## config.mk

```make
export PLATFORM = sky130hd
export DESIGN_NAME = rf_operand_issue
export DESIGN_NICKNAME = d
export VERILOG_FILES = /design/src/rtl/rf_issue_pkg.sv /design/src/rtl/rf_operand_issue_scoreboard.sv /design/src/rtl/rf_operand_issue.sv
export SDC_FILE = /design/constraint.sdc
export NUM_CORES = 1
export LEC_CHECK = 0
export ABC_AREA = 1
export CAP_MARGIN = 5
export CORE_MARGIN = 2
export CORE_UTILIZATION = 40
export CTS_CLUSTER_SIZE = 10
export DETAILED_ROUTE_END_ITERATION = 12
export PLACE_DENSITY_LB_ADDON = 0.08
export SYNTH_ARGS = -nofsm -noshare
export SYNTH_HDL_FRONTEND = slang
export SYNTH_HIERARCHICAL = 1
export SYNTH_SLANG_ARGS = --single-unit
export TNS_END_PERCENT = 5
```

## constraint.sdc

```tcl
create_clock -name clk -period 2.5 [get_ports clk]
set_input_delay 0.375 -clock clk [delete_from_list [all_inputs] [get_ports clk]]
set_output_delay 0.375 -clock clk [all_outputs]
set_load 0.05 [all_outputs]
```

## src/rtl/rf_issue_pkg.sv

```systemverilog
// Shared types and helpers for the operand-issue lane.
package rf_issue_pkg;

  localparam int RF_ADDR_W = 5;
  localparam int RF_DATA_W = 32;
  localparam int RF_NREG   = 1 << RF_ADDR_W;

  typedef struct packed {
    logic [RF_DATA_W-1:0] rs1_val;
    logic [RF_DATA_W-1:0] rs2_val;
    logic [RF_ADDR_W-1:0] rd;
  } issue_t;

  // One-hot register select; x0 never carries state, so bit 0 stays clear.
  function automatic logic [RF_NREG-1:0] onehot_idx(input logic [RF_ADDR_W-1:0] addr);
    logic [RF_NREG-1:0] v;
    v       = '0;
    v[addr] = 1'b1;
    v[0]    = 1'b0;
    return v;
  endfunction

endpackage

```

## src/rtl/rf_operand_issue_scoreboard.sv

```systemverilog
// Pending-write scoreboard for one lane: busy vector, set/clear, hazard lookup.
// RF_OPERAND_BYPASS_EN: same-cycle writebacks mask the busy view used for hazards.
module rf_scoreboard
  import rf_issue_pkg::*;
#(
  parameter int addr_w = RF_ADDR_W
) (
  input  logic                   clk,
  input  logic                   rst,
  input  logic [(1<<addr_w)-1:0] clr,
  input  logic [(1<<addr_w)-1:0] x_busy,
  input  logic                   set_en,
  input  logic [addr_w-1:0]      set_idx,
  input  logic [addr_w-1:0]      rs1,
  input  logic [addr_w-1:0]      rs2,
  input  logic [addr_w-1:0]      rd,
  input  logic                   rd_we,
  output logic [(1<<addr_w)-1:0] busy,
  output logic                   hazard
);

  localparam int nreg = 1 << addr_w;

  logic [nreg-1:0] eb;
  logic [nreg-1:0] set_vec;

  // Effective busy view combining both lanes' pending writes.
  always_comb begin
    eb = busy | x_busy;
`ifdef RF_OPERAND_BYPASS_EN
    eb = eb & ~clr;
`endif
  end

  assign hazard = ((rs1 != '0) && eb[rs1]) ||
                  ((rs2 != '0) && eb[rs2]) ||
                  (rd_we && (rd != '0) && eb[rd]);

  assign set_vec = set_en ? onehot_idx(set_idx) : '0;

  // Busy update: clear retiring writes, then set the newly issued destination.
  always_ff @(posedge clk) begin
    if (rst)
      busy <= '0;
    else
      busy <= ((busy & ~clr) | set_vec) & {{(nreg-1){1'b1}}, 1'b0};
  end

endmodule

```

## src/rtl/rf_operand_issue.sv

```systemverilog
// Operand-issue lane: drives regfile read/write ports, tracks hazards and
// presents captured operands on a registered valid/ready issue port.
// Optional feature macro: RF_OPERAND_BYPASS_EN (writeback forwarding).
module rf_operand_issue
  import rf_issue_pkg::*;
#(
  parameter int addr_w = RF_ADDR_W,
  parameter int data_w = RF_DATA_W
) (
  input  logic                   clk,
  input  logic                   rst,
  input  logic                   dec_valid,
  output logic                   dec_ready,
  input  logic [addr_w-1:0]      dec_rs1,
  input  logic [addr_w-1:0]      dec_rs2,
  input  logic [addr_w-1:0]      dec_rd,
  input  logic                   dec_rd_we,
  output logic [addr_w-1:0]      rf_rs1_addr,
  output logic [addr_w-1:0]      rf_rs2_addr,
  input  logic [data_w-1:0]      rf_rs1_data,
  input  logic [data_w-1:0]      rf_rs2_data,
  output logic [addr_w-1:0]      rf_rd_addr,
  output logic [data_w-1:0]      rf_rd_data,
  input  logic                   wb_valid,
  input  logic [addr_w-1:0]      wb_addr,
  input  logic [data_w-1:0]      wb_data,
  input  logic                   xwb_valid,
  input  logic [addr_w-1:0]      xwb_addr,
  input  logic [data_w-1:0]      xwb_data,
  input  logic [(1<<addr_w)-1:0] x_busy,
  output logic [(1<<addr_w)-1:0] busy,
  output logic                   iss_valid,
  input  logic                   iss_ready,
  output logic [data_w-1:0]      iss_rs1_val,
  output logic [data_w-1:0]      iss_rs2_val,
  output logic [addr_w-1:0]      iss_rd
);

  logic [(1<<addr_w)-1:0] clr;
  logic                   hazard;
  logic                   slot_free;
  logic                   accept;
  issue_t                 iss_p0;
  issue_t                 iss_p1;

  // Per-source operand selection; x0 always reads as zero.
  function automatic logic [data_w-1:0] pick(input logic [addr_w-1:0] rs,
                                             input logic [data_w-1:0] rf_val);
    if (rs == '0)
      return '0;
`ifdef RF_OPERAND_BYPASS_EN
    if (wb_valid && (wb_addr == rs))
      return wb_data;
    if (xwb_valid && (xwb_addr == rs))
      return xwb_data;
`endif
    return rf_val;
  endfunction

`ifndef RF_OPERAND_BYPASS_EN
  logic unused_xwb_data;
  assign unused_xwb_data = ^xwb_data;
`endif

  assign rf_rs1_addr = dec_rs1;
  assign rf_rs2_addr = dec_rs2;
  assign rf_rd_addr  = wb_valid ? wb_addr : '0;
  assign rf_rd_data  = wb_data;

  assign clr = (wb_valid  ? onehot_idx(wb_addr)  : '0) |
               (xwb_valid ? onehot_idx(xwb_addr) : '0);

  assign slot_free = !iss_valid || iss_ready;
  assign dec_ready = slot_free && !hazard;
  assign accept    = dec_valid && dec_ready;

  rf_scoreboard #(.addr_w(addr_w)) u_scoreboard (
    .clk     (clk),
    .rst     (rst),
    .clr     (clr),
    .x_busy  (x_busy),
    .set_en  (accept && dec_rd_we && (dec_rd != '0)),
    .set_idx (dec_rd),
    .rs1     (dec_rs1),
    .rs2     (dec_rs2),
    .rd      (dec_rd),
    .rd_we   (dec_rd_we),
    .busy    (busy),
    .hazard  (hazard)
  );

  // p0: operands as selected this cycle for the presented instruction
  assign iss_p0.rs1_val = pick(dec_rs1, rf_rs1_data);
  assign iss_p0.rs2_val = pick(dec_rs2, rf_rs2_data);
  assign iss_p0.rd      = dec_rd_we ? dec_rd : '0;

  // p1: issue register; captures on accept, holds while the slot is occupied
  always_ff @(posedge clk) begin
    if (rst) begin
      iss_valid <= 1'b0;
      iss_p1    <= '0;
    end else if (accept) begin
      iss_valid <= 1'b1;
      iss_p1    <= iss_p0;
    end else if (iss_ready) begin
      iss_valid <= 1'b0;
    end
  end

  assign iss_rs1_val = iss_p1.rs1_val;
  assign iss_rs2_val = iss_p1.rs2_val;
  assign iss_rd      = iss_p1.rd;

endmodule

```

## Word level (Yosys, flattened, before mapping)

Cells that the tools add are included.

- Multiplexer cells: 25
- Bitwise logic cells: 5
- Reduce and logical (&&, ||, !) cells: 22
- $lt $le $gt $ge: 8

Operator list:

| operator | count |
|---|---|
| $mux W32 | 7 |
| $or A32 B32 Y32 | 3 |
| $and A32 B32 Y32 | 1 |
| $not A32 Y32 | 1 |
| $lt A5 B6 Y1 const B | 5 |
| $bmux W1 S5 | 3 |
| $demux W1 S5 | 3 |
| $ge A5 B1 Y1 const B | 3 |
| $reduce_bool A5 Y1 | 3 |
| $logic_and A1 B1 Y1 | 11 |
| $logic_not A5 Y1 | 2 |
| $mux W1 | 10 |
| $mux W5 | 2 |
| $logic_or A1 B1 Y1 | 3 |
| $logic_not A1 Y1 | 2 |
| $reduce_bool A2 Y1 | 1 |

- Word-level logic and storage cells: 66
- Input bits: 192
- Bits in registers: 102
- Output and inout port bits: 150

## Longest topological paths before layout

Gate-level depths: netlist of the first run.

- Depth after elaboration: 13
- Depth in mapped cells: 19
- Mapped depth without buffers: 19

## By module

The synthesis of the first run kept the hierarchy.

By module, submodules not included:

| module | seq. area each (um2) | instances | cells an instance | area an instance (um2) |
|---|---|---|---|---|
| rf_operand_issue | 1,401.3 | 1 | 582 | 4,010.1 |
| rf_scoreboard | 620.6 | 1 | 467 | 2,492.4 |

## Least setup slack after synthesis of the first run

Ideal clock, no wire load.

- Path type: reg2reg
- Start: register u_scoreboard.busy[18]
- End: register u_scoreboard.busy[20]
- Arrival time: 3,149 ps
- Cell stages (with the launch flop): 17
- Required time: 2,434 ps
- Path buffers: 0
- Period minus slack after synthesis: 3,215 ps
- Setup slack: -715 ps
- Cell sequence: dfxtp_1 or2_1 nand2_1 nand3_1 nand2_1 nand3_1 nand3_1 nand2_1 nor2_1 nand2_1 a21oi_1 nand3_1 a21oi_1 inv_1 nor3_1 a22oi_1 nor2_1

- Longest elaborated chain between the ends: 13
- Elaborated cells between the ends (all ways): 19

RTL lines:

| what | line | text |
|---|---|---|
| from (decl) | rf_operand_issue_scoreboard.sv:18 | `output logic [(1<<addr_w)-1:0] busy,` |
| from (signal assigned) | rf_operand_issue_scoreboard.sv:46 | `busy <= ((busy & ~clr) \| set_vec) & {{(nreg-1){1'b1}}, 1'b0};` |
| $or A32 B32 Y32 (*) | rf_operand_issue_scoreboard.sv:29 | `eb = busy \| x_busy;` |
| $bmux W1 S5, on equally long branches | rf_operand_issue_scoreboard.sv:35, rf_operand_issue_scoreboard.sv:36 |  |
| $mux W1, on equally long branches | rf_operand_issue_scoreboard.sv:35, rf_operand_issue_scoreboard.sv:36 |  |
| $logic_and A1 B1 Y1, on equally long branches | rf_operand_issue_scoreboard.sv:35, rf_operand_issue_scoreboard.sv:36 |  |
| $logic_or A1 B1 Y1 | rf_operand_issue_scoreboard.sv:35 | `assign hazard = ((rs1 != '0) && eb[rs1]) \|\|` |
| $logic_or A1 B1 Y1 (*) | rf_operand_issue_scoreboard.sv:36 | `((rs2 != '0) && eb[rs2]) \|\|` |
| via hazard | rf_operand_issue.sv:40 | `logic hazard;` |
| $logic_not A1 Y1 (*) | rf_operand_issue.sv:74 | `assign dec_ready = slot_free && !hazard;` |
| $logic_and A1 B1 Y1 (*) | rf_operand_issue.sv:74 |  |
| via dec_ready | rf_operand_issue.sv:13 | `output logic dec_ready,` |
| $logic_and A1 B1 Y1 (*) | rf_operand_issue.sv:75 | `assign accept = dec_valid && dec_ready;` |
| $logic_and A1 B1 Y1 (*) (2 in a row) | rf_operand_issue.sv:82 | `.set_en (accept && dec_rd_we && (dec_rd != '0)),` |
| $mux W32 (*) | rf_operand_issue_scoreboard.sv:39 | `assign set_vec = set_en ? onehot_idx(set_idx) : '0;` |
| $or A32 B32 Y32 (*) | rf_operand_issue_scoreboard.sv:46 |  |

Mark *: on every way through the listed nets, which the timed path passes. The rest lies on a longest branch. The select of a mux whose other input is x is not followed.
A chain may end at the register's enable or synchronous reset.

## Worst setup path in the final report of the first run

- Start: input x_busy[10]
- End: output dec_ready

- Longest elaborated chain between the ends: 8
- Elaborated cells between the ends (all ways): 14

RTL lines:

| what | line | text |
|---|---|---|
| from (decl) | rf_operand_issue.sv:30 | `input logic [(1<<addr_w)-1:0] x_busy,` |
| $or A32 B32 Y32 (*) | rf_operand_issue_scoreboard.sv:29 |  |
| $bmux W1 S5, on equally long branches | rf_operand_issue_scoreboard.sv:35, rf_operand_issue_scoreboard.sv:36 |  |
| $mux W1, on equally long branches | rf_operand_issue_scoreboard.sv:35, rf_operand_issue_scoreboard.sv:36 |  |
| $logic_and A1 B1 Y1, on equally long branches | rf_operand_issue_scoreboard.sv:35, rf_operand_issue_scoreboard.sv:36 |  |
| $logic_or A1 B1 Y1 | rf_operand_issue_scoreboard.sv:35 |  |
| $logic_or A1 B1 Y1 (*) | rf_operand_issue_scoreboard.sv:36 |  |
| via hazard | rf_operand_issue.sv:40 |  |
| $logic_not A1 Y1 (*) | rf_operand_issue.sv:74 |  |
| $logic_and A1 B1 Y1 (*) | rf_operand_issue.sv:74 |  |
| to (decl) | rf_operand_issue.sv:13 |  |

Marks and branches as above.

==> results of run 1 <==
worst max-delay path by stage:
stage	slack (ps)	from	depth (start not counted)	endpoint
after detailed placement	-540	dec_rs1[0]	19	u_scoreboard/busy[26]$_SDFF_PP0_
after floorplan	-80	u_scoreboard/busy[18]$_SDFF_PP0_	16	u_scoreboard/busy[6]$_SDFF_PP0_
after global placement	-500	dec_rs1[0]	20	u_scoreboard/busy[26]$_SDFF_PP0_
final	60	x_busy[10]	15	dec_ready
after global routing	-40	x_busy[14]	15	dec_ready
after CTS	9	x_busy[20]	14	dec_ready
worst reg2reg max path: stages (launching register included):
cell,delay (ps)
dfxtp_1,340
inv_1,130
nand2_1,160
nor2_1,140
nor2_1,50
nand2_1,50
nand3_1,90
nand2_1,80
nand2_2,80
nor2_4,130
nand2_4,80
a21oi_4,120
nand3_1,100
a21oi_2,150
inv_1,90
nor3_2,110
buf_4,170
nand2_1,60
a21oi_1,140
power by group through the flow:
stage | clock network (uW) | registers (uW) | logic, uW
floorplan | 0 | 2070 | 703
global placement | 0 | 1770 | 1490
detailed placement | 0 | 1770 | 1500
CTS | 1440 | 1730 | 1510
global route | 1520 | 1750 | 1650
finish | 1400 | 1730 | 1540
metrics by stage:
stage	hold WS, ps	setup WS (ps)	util (%)	cells	instance area, sq um
6_report	467	61.0	62.4	1532	9910
5_1_grt	502	-35.8	62.4	1532	9910
4_1_cts	473	9.42	61.3	1529	9740
3_5_place_dp	461	-539	59.4	1513	9430
3_3_place_gp	456	-496	59.4	1513	9430
2_1_floorplan	444	-81.9	-	1048	6520
flip-flops by register name, indices dropped and copies added (netlist names):
| name | flops |
|---|---|
| iss_rs1_val | 32 |
| iss_valid | 1 |
| iss_rs2_val | 32 |
| iss_rd | 5 |
| u_scoreboard/busy | 31 |
per-layer routing:
metal	track usage [%]	vias to the layer above
met5	0	-
met4	9.48	0
met3	5.02	42
met2	40.1	306
met1	35.7	3260
li1	-	3737
area by class of cell:
cell class              count  share of cell area (%)
well taps                 216                    2.73
inverters                 164                    6.24
flip-flops and latches    101                    20.4
clock buffers               9                    2.27
clock inverters             7                   0.656
multi-input cells         701                    34.7
repair buffers            334                    33.0
timing repair:
item / CTS / global route
hold buffers: 0 / 0
gates resized for setup: 16 / 47
pin swaps: 7 / 29
endpoints found under the setup margin: 32 / 32
buffers inserted: 0 / 3
==> summary.md, run 1 <==
| Metric | Value |
|---|---|
| Outcome | complete, no violations |
| Depth of the CTS H-tree | 3 |
| Gpl congestion | 0.951 |
| Setup TNS | 0 ps |
| Total of max-cap violations | 0 |
| Wire per inst | 15.0 um |
| CTS Buffer Depth | 2 |
| Fmax | 410 MHz |
| Tot GR Track Use | 25.9% |
| Latest clock arrival within the worst-skew pair | 360 ps |
| Met3 Wirelength | 1770 um |
| Minimum clock period after layout | 2440 ps |
| Initial drt markers | 558 |
| # clock sinks | 101 |
| Worst reg2reg path depth | 18 |
| Antenna Violating Nets Remaining | 0 |
| Peak ir drop on the vdd network | 387 uV |
| Net Sw Power | 1650 uW |
| Metal-1 WL | 10400 um |
| Pin count of the biggest net entering global routing | 66 |
| Fin. max-slew vios | 0 |
| Final-report hold violation count | 0 |
| Yosys warns | 6 |
| Die area | 17300 sq um |
| Power, Total | 4670 uW |
| Power Internal | 3030 uW |
| Clock share of power | 30.0% |
| CORE AREA | 15900 sq um |
| Gr ovfl total | 0 |
| CP max-delay cell | clkdlybuf4s50_1 |
| Syn_area_per_cell | 6.20 sq um |
| Hold path cells | 2 |
| Clock root cell | clkbuf_16 |
| Total CTS buffers | 9 |
| DR pass1 iterations | 5 |
| Reg2Reg Setup Slack | 160 ps |
| Crit end category | output port |
| Antenna cell count | 0 |
| Commonest non-fill, non-tap cell in the layout | nand2_1 |
| Leakage | 0.00452 uW |
| Vias in the first global route | 6679 |
| Area Growth Syn to Fin | 52.5% |
| Mapped cell area | 6500 sq um |
| I/O Buffers | 244 |
| Least-Margin Pin Slew | 592 ps |
| WP buf/inv | 5 |
| Initial Utilization | 40.9% |
| Reg-to-reg startpoint | u_scoreboard/busy[12]$_SDFF_PP0_ |
| Routed WL | 23000 um |
| CP Cell Sequence | clkdlybuf4s50_1 > inv_1 > nand2_1 > buf_4 > nand2_1 > nand3_1 > nand3_1 > nand3_1 > nand2_1 > nand2_1 > nand3_2 > nand2_4 > a21oi_4 > buf_6 > buf_12 |
| First-pass GRT wire length | 35600 um |
| Fin crit share | 97.6% |
| Die width | 131 um |
| Clk pin slew, worst setup/hold paths | 70 ps |
| Power Dens Cells | 472 nW/um^2 |
| Nets | 1503 |
| Delay-heaviest family, CP | buffers and inverters |
| FF-to-FF End | u_scoreboard/busy[16]$_SDFF_PP0_ |
| Vias after detailed routing | 7345 |
| Hold path endpoint | iss_rd[1]$_SDFFE_PP0P_ |
| Hold_sp | iss_rd[1]$_SDFFE_PP0P_ |
| Critical Path Source Type | input port |
| Syn Inst Count | 1048 |
| Vias/cell | 4.79 |
| Half-perimeter wire length after placement | 17500 um |
| Critical path class | in2out |
| FP Rows | 46 |
| DR top layer | met4 |
| Commonest non-fill, non-tap cells in the layout | nand2_1, clkdlybuf4s50_1, inv_1 |
| Syn Nets | 1240 |
| WP data arrival | 2060 ps |
| Top cell by count, worst path | nand2_1 |
| Rel. slew slack | 60.4% |
| Power share of the combinational group | 32.9% |
| Sequential share of power | 37.1% |
| Die height | 131 um |
| RSZ-0062 raised after global routing | true |
| Final setup violation count | 0 |
| Initial antenna violation count | 0 |
| Hold Crit Class | reg2reg |
| Footprint of the multi-input gates | 3440 sq um |
| FILL cells | 1546 |
| Worst Path Max Fanout | 3 |
| Io pins | 342 |
| DRC viols | 0 |
| Register Area | 2020 sq um |
| Required time worst endpoint | 2120 ps |
| Clk_skew | 14.7 ps |
| Fraction of layout instances using a drive strength above 1 | 19.3% |
| CP peak stage delay | 400 ps |
| CTS tree | built |
| WL met2 | 10300 um |
| Switching Fraction | 35.3% |
(Power assumes the default switching activity.)
==> inputs of run 2 (changes only) <==
HOLD_SLACK_MARGIN = 0.1   (was default)
SLEW_MARGIN = 20   (was default)
==> results of run 2 <==
Final layout, timing and power as in run 1 (identical DEF).
